===== src/rtl/matrix_scan_ctrl.sv =====
// Row scanner and double-buffered 8x16 frame store for the LED matrix.
// Game logic writes the back buffer; swaps happen only at frame boundaries.
module matrix_scan_ctrl #(
    parameter int DIV          = 1000,
    parameter int BLANK        = 50,
    parameter bit COPY_ON_SWAP = 1'b1
) (
    input  logic        clk,
    input  logic        rst_n,
    input  logic        wr_en,
    input  logic [3:0]  wr_x,
    input  logic [2:0]  wr_y,
    input  logic        wr_data,
    input  logic        clr,
    input  logic        swap_req,
    output logic        swap_ack,
    output logic        swap_pending,
    output logic        frame_start,
    output logic [7:0]  MATRIX_ROW,
    output logic [15:0] MATRIX_COL
);

    localparam logic [15:0] DIV_LAST = 16'(DIV - 1);

    logic [15:0]  div_cnt_q, div_cnt_d;
    logic [2:0]   row_q, row_d;
    logic [127:0] buf0_q, buf0_d, buf1_q, buf1_d;
    logic         front_sel_q, front_sel_d;
    logic         swap_pending_q, swap_pending_d;
    logic         swap_ack_q, swap_ack_d;
    logic         frame_start_q, frame_start_d;
    logic [7:0]   mrow_q, mrow_d;
    logic [15:0]  mcol_q, mcol_d;

    logic [127:0] front, back_nxt;
    logic         dwell_end, frame_end, do_swap;

    always_comb begin
        front    = front_sel_q ? buf1_q : buf0_q;
        // clear first, then the write, so a same-cycle write survives the clear
        back_nxt = front_sel_q ? buf0_q : buf1_q;
        if (clr)   back_nxt = '0;
        if (wr_en) back_nxt[{wr_y, wr_x}] = wr_data;

        dwell_end = (div_cnt_q == DIV_LAST);
        frame_end = dwell_end && (row_q == 3'd7);
        do_swap   = frame_end && swap_pending_q;

        div_cnt_d      = dwell_end ? '0 : div_cnt_q + 16'd1;
        row_d          = dwell_end ? row_q + 3'd1 : row_q;
        swap_pending_d = do_swap ? 1'b0 : (swap_pending_q | swap_req);
        swap_ack_d     = do_swap;
        front_sel_d    = front_sel_q ^ do_swap;

        buf0_d = buf0_q;
        buf1_d = buf1_q;
        if (front_sel_q) buf0_d = back_nxt;
        else             buf1_d = back_nxt;
        // the outgoing back (with this edge's edits) becomes front and seeds the new back
        if (do_swap && COPY_ON_SWAP) begin
            buf0_d = back_nxt;
            buf1_d = back_nxt;
        end

        frame_start_d = (row_q == 3'd0) && (div_cnt_q == 16'd0);
        mrow_d        = ~(8'd1 << row_q);
        mcol_d        = (int'(div_cnt_q) < BLANK) ? 16'h0000 : front[{row_q, 4'd0} +: 16];
    end

    always_ff @(posedge clk or negedge rst_n) begin
        if (!rst_n) begin
            div_cnt_q      <= '0;
            row_q          <= '0;
            buf0_q         <= '0;
            buf1_q         <= '0;
            front_sel_q    <= 1'b0;
            swap_pending_q <= 1'b0;
            swap_ack_q     <= 1'b0;
            frame_start_q  <= 1'b0;
            mrow_q         <= 8'hFF;
            mcol_q         <= 16'h0000;
        end else begin
            div_cnt_q      <= div_cnt_d;
            row_q          <= row_d;
            buf0_q         <= buf0_d;
            buf1_q         <= buf1_d;
            front_sel_q    <= front_sel_d;
            swap_pending_q <= swap_pending_d;
            swap_ack_q     <= swap_ack_d;
            frame_start_q  <= frame_start_d;
            mrow_q         <= mrow_d;
            mcol_q         <= mcol_d;
        end
    end

    assign swap_ack     = swap_ack_q;
    assign swap_pending = swap_pending_q;
    assign frame_start  = frame_start_q;
    assign MATRIX_ROW   = mrow_q;
    assign MATRIX_COL   = mcol_q;

endmodule


===== config.mk =====
export PLATFORM = sky130hd
export DESIGN_NAME = matrix_scan_ctrl
export DESIGN_NICKNAME = d
export VERILOG_FILES = /design/src/rtl/matrix_scan_ctrl.sv
export SDC_FILE = /design/constraint.sdc
export NUM_CORES = 1
export LEC_CHECK = 0
export BUFFER_PORTS_ARGS = -buffer_cell sky130_fd_sc_hd__buf_2
export CORE_MARGIN = 2
export CORE_UTILIZATION = 63
export DETAILED_ROUTE_END_ITERATION = 16
export GPL_ROUTABILITY_DRIVEN = 0
export PLACE_DENSITY_LB_ADDON = 0.12
export SLEW_MARGIN = 15
export SYNTH_ARGS = -nofsm -noshare
export SYNTH_HDL_FRONTEND = slang
export SYNTH_SLANG_ARGS = --single-unit

===== constraint.sdc =====
create_clock -name clk -period 4.3 [get_ports clk]
set_input_delay 0.86 -clock clk [delete_from_list [all_inputs] [get_ports clk]]
set_output_delay 0.86 -clock clk [all_outputs]
set_load 0.02 [all_outputs]

======== Word-level counts from Yosys, hierarchy flattened ========
Index checks and enable logic that the tools add are counted.
word-level totals
  bits in registers ....................... 303
  output and inout bits ................... 27
  logic and storage cells ................. 44
operators by class
  muxes and demuxes ....................... 14
  order comparisons ....................... 3
  bitwise logic cells ..................... 3
  eq/ne operators ......................... 3
  shift-type cells ........................ 2
  add/sub/neg operators ................... 2
  reduce and logical (&&, ||, !) cells .... 7
operators with widths
  kind                                                         number
  2-to-1 mux 128 bit                                           8
  bitwise mux 128 bit                                          1
  variable part select 128 x 8 -> 16 bit                       1
  2-to-1 mux 16 bit                                            2
  adder 16 x 1 -> 16 bit, second input constant                1
  equality test 16 x 10 -> 1 bit, second input constant        1
  zero test 16 bit                                             1
  less-than comparator 16 x 6 -> 1 bit, second input constant  1
  less-than comparator 7 x 8 -> 1 bit, second input constant   1
  inverter 8 bit                                               1
  left shift 1 x 3 -> 8 bit, first input constant              1
  demux 1 bit (select 7 bit)                                   1
  >= comparator 7 x 1 -> 1 bit, second input constant          1
  logical AND 1 bit                                            4
  adder 3 x 1 -> 3 bit, second input constant                  1
  equality test 3 bit, second input constant                   1
  zero test 3 bit                                              1
  2-to-1 mux 1 bit                                             2
  != test 2 x 1 -> 1 bit, second input constant                1
  nonzero test 2 bit                                           1
  bitwise OR 1 bit                                             1
  XOR 1 bit                                                    1

======== Logic depth before layout (Yosys ltp) ========
  depth after elaboration ................. 8
  mapped depth ............................ 9

======== Least setup slack after synthesis ========
Ideal clock, no wire load.
  kind .................................... reg2reg
  start point ............................. register div_cnt_q[15]
  end point ............................... register buf0_q[0]
  cell stages (with the launch flop) ...... 9
  arrival ................................. 2,101 ps
  required time ........................... 4,154 ps
  library setup time ...................... 146 ps
  setup slack ............................. 2,053 ps
  path through ............................ dfrtp_1 > nor4_2 > nand2_1 > nor4_1 > nand3_1 > ha_1 > clkbuf_1 > clkbuf_1 > mux2i_1
on the way
  longest elaborated chain between the ends .. 4
  elaborated cells on any way between the ends .. 5
  those cells by class .................... 1 x eq/ne; 1 x mux; 3 x reduce/logical
ends and longest elaborated chain
  what                                                             line  source
  start, declared                                                  25    logic [15:0] div_cnt_q, div_cnt_d;
  start signal, assigned                                           83    div_cnt_q <= div_cnt_d;
  equality test 16 x 10 -> 1 bit (*)                               45    dwell_end = (div_cnt_q == DIV_LAST);
  logical AND 1 bit (*)                                            46    frame_end = dwell_end && (row_q == 3'd7);
  logical AND 1 bit (*)                                            47    do_swap = frame_end && swap_pending_q;
  2-to-1 mux 128 bit / nonzero test 2 bit (equally long branches)  --
  end signal, assigned                                             85    buf0_q <= buf0_d;
  end, declared                                                    27    logic [127:0] buf0_q, buf0_d, buf1_q, buf1_d;
Mark *: on every way between the ends. The rest lies on a longest branch, timed or not.
A chain may end at the register's enable or synchronous reset.

======== Worst setup path after layout ========
  start point ............................. register div_cnt_q[0]
  end point ............................... register buf1_q[36]
on the way
  longest elaborated chain between the ends .. 4
  elaborated cells on any way between the ends .. 5
  those cells by class .................... 2 x eq/ne; 1 x mux; 2 x reduce/logical
ends and longest elaborated chain
  what                                                                                  line  source
  equality test 16 x 10 -> 1 bit (*)                                                    45
  logical AND 1 bit (*)                                                                 46
  logical AND 1 bit (*)                                                                 47
  != test 2 x 1 -> 1 bit (no source line) / 2-to-1 mux 128 bit (equally long branches)  --
  end signal, assigned                                                                  86    buf1_q <= buf1_d;
  end, declared                                                                         27
Marked as above.

==> flow_summary.yaml <==
synth:
  ys_seq_area_share_pct: 42.62
  ys.flop_type: "dfrtp_1"
  syn_nets: 1604
  synth_edf_count: 0
  synthesis.area_mm2: 0.01781
  synth.distinct_cells: 36
  synthCells: 1581
  synth_area_per_cell_um2: 11.27
  async_reset_ff_share_pct: 100.0
  synth_seq_cells: 303
  yosys_warnings: 0
final_layout:
  drive_gt1_share_pct: 13.53
  fillers: 2106
  final_cell_mix: "385 x mux2i_1, 293 x dfrtp_1, 265 x inv_1, 129 x a31oi_1, 128 x a211oi_1"
  areaGrowthSynthToFinish_pct: 7.284
  final_common_cell: "mux2i_1"
  final_area_mm2: 0.01911
  antenna_cells: 0
  nets: 1559
placed_design:
  place_area_mm2: 0.01792
  place_hpwl_um: 23830
  pre_cts_slack_ps: 1388
  port-buffer-count: 39
pwr:
  irDropWorstVdd_v: 0.0002834
  power.density_mw_per_mm2: 333.3
  power.static_leakage_nw: 8.125
timing:
  finalHoldViolCount: 0
  rsz0062_at_grt: "no"
  layout_setup_ws_ps: 1402
  min_period_over_period_pct: 67.40
  fmax_mhz: 345.0
  tightest_slew_ps: 1115
  skew_ps: 19.80
  tns_ps: 0
  finalMaxSlewViolations: 0
  finalSetupViolations: 0
  relSlewSlack_pct: 25.14
  period_minus_slack_ps: 2898
floorplanning:
  die_area_mm2: 0.02963
  fp.dieH_um: 172.1
  ioPinCount: 40
  initial_core_util_pct: 64.11
  row_count: 61
  design.core.area_mm2: 0.02778
  die_w_um: 172.1
worst_setup_path:
  worstPathRequired_ps: 4730
  end_kind: "register"
  crit_path_start_kind: "register"
  rr_endpoint: "buf1_q[36]"
  r2r-start: "div_cnt_q[0]"
  worstPathArrival_ps: 3330
  ff2ff_setup_slack_ps: 1400
  cp_max_fo: 53
  path_class: "register to register"
  r2r_cells: 7
clock_network:
  cts_hold_buffers: 0
  clock_latency_ps: 530
  cts_root_buf: "clkbuf_16"
  cts_tree: "built"
  post_cts_buffers: 0
  cts_max_path_buffers: 3
  cts.sinks: 303
  cts_buffers: 36
  htree_levels: 2
  clk_pin_slew_ps: 60
  cts_resized: 0
flow_run:
  maxCapViolCount: 0
status:
  status: "finished clean"
detailed_routing:
  ant_nets: 0
  dr.pass1.iters: 5
  vias: 12190
  wl_um: 41480
  drt_iter0_markers: 1143
  vias_per_cell: 6.289
  routedWlPerCell_um: 21.40
  drc_errors: 0
grt:
  grt_overflow_total: 0
  grtUsageTotal_pct: 29.33
  grt_pass1_wl_um: 67780
  grt_pass1_vias: 12620
  antenna_found_initial: 1
  grt_max_degree: 107
hold_path:
  min_path_type: "input pin to async pin"
## where the power goes
group	leakage, nW	internal (W)	switching, W	total [W]
logic	3.65	0.000113	0.000218	0.000331
clock network	0.589	0.00187	0.00120	0.00306
registers	3.88	0.00292	0.0000533	0.00298
total	8.12	0.00490	0.00147	0.00637
## through the flow
| stage | total power, W | hold slack [ps] | util (%) | std cells |
|---|---|---|---|---|
| floorplan | 0.003220 | 452.4 | - | 1581 |
| global placement | 0.003345 | 471.6 | 64.51 | 1876 |
| detailed placement | 0.003358 | 495.2 | 64.51 | 1876 |
| CTS | 0.006415 | 431.3 | 68.78 | 1938 |
| global route | 0.006589 | 470.4 | 68.78 | 1938 |
| finish | 0.006370 | 369.4 | 68.78 | 1938 |
## worst max-delay path by stage
stage | to | cells past startpoint | slack [ps] | from
global route | buf1_q[46] | 7 | 1170 | div_cnt_q[15]
CTS | buf1_q[126] | 7 | 1360 | div_cnt_q[0]
detailed placement | buf1_q[24] | 7 | 1390 | div_cnt_q[0]
finish | buf1_q[36] | 7 | 1400 | div_cnt_q[0]
floorplan | buf0_q[0] | 8 | 2050 | div_cnt_q[15]
global placement | buf1_q[110] | 7 | 1400 | div_cnt_q[15]
## layer usage
metal  wire length, um  vias up  global-route usage, %
li1                  -     5599                      -
met1             18160     6224                  40.78
met5                11        -                      0
met2             19930      291                  47.88
met4              1056        2                  8.732
met3              2318       72                  4.784
## sequential cells by signal, summed over array words and instances, names as in the netlist
signal        flops
MATRIX_ROW        8
swap_pending      1
MATRIX_COL       16
swap_ack          1
row_q             3
div_cnt_q        16
frame_start       1
buf0_q          128
buf1_q          128
front_sel_q       1
## worst max-delay path: stages (launching register included)
cell and delay [ps]:
dfrtp_1 410, ha_1 260, nand3_1 160, nor4_1 90, nand3_1 200, ha_4 890, buf_4 520, mux2i_1 240
## cell usage after synthesis (11+ instances only)
cell	count	area share (%)
mux2i_1	385	22
a31oi_1	130	4.6
mux4_2	64	8.1
nand2_1	13	0.27
a22oi_1	32	1.3
a211oi_1	128	5.4
dfrtp_1	295	41
inv_1	265	5.6
clkbuf_1	58	1.2
xnor2_1	11	0.54
buf_4	13	0.55
buf_6	17	1.1
a21oi_1	16	0.45
buf_2	52	1.5
nor2_1	17	0.36
## cell families (layout without fill, tap and decap cells)
group | after synthesis | in the layout | synth area share, %
fa+ha+maj | 10 | 10 | 0.7024
compound gates | 306 | 306 | 11.76
mux | 450 | 450 | 29.79
buf+inv | 419 | 398 | 11.00
xor+xnor | 15 | 15 | 0.7375
flops | 303 | 303 | 42.62
simple gates | 78 | 78 | 3.386
## final cells by class
class	count	area, um^2	share of cell area (%)
Multi-Input combinational cell	859	8300	43.44
Sequential cell	303	7600	39.77
Clock buffer	54	1090	5.703
Inverter	265	994.7	5.205
Timing Repair Buffer	71	554.3	2.901
Tap cell	378	473.0	2.475
Clock inverter	8	97.59	0.5107
Note: power is estimated with default switching activity, not from simulation.
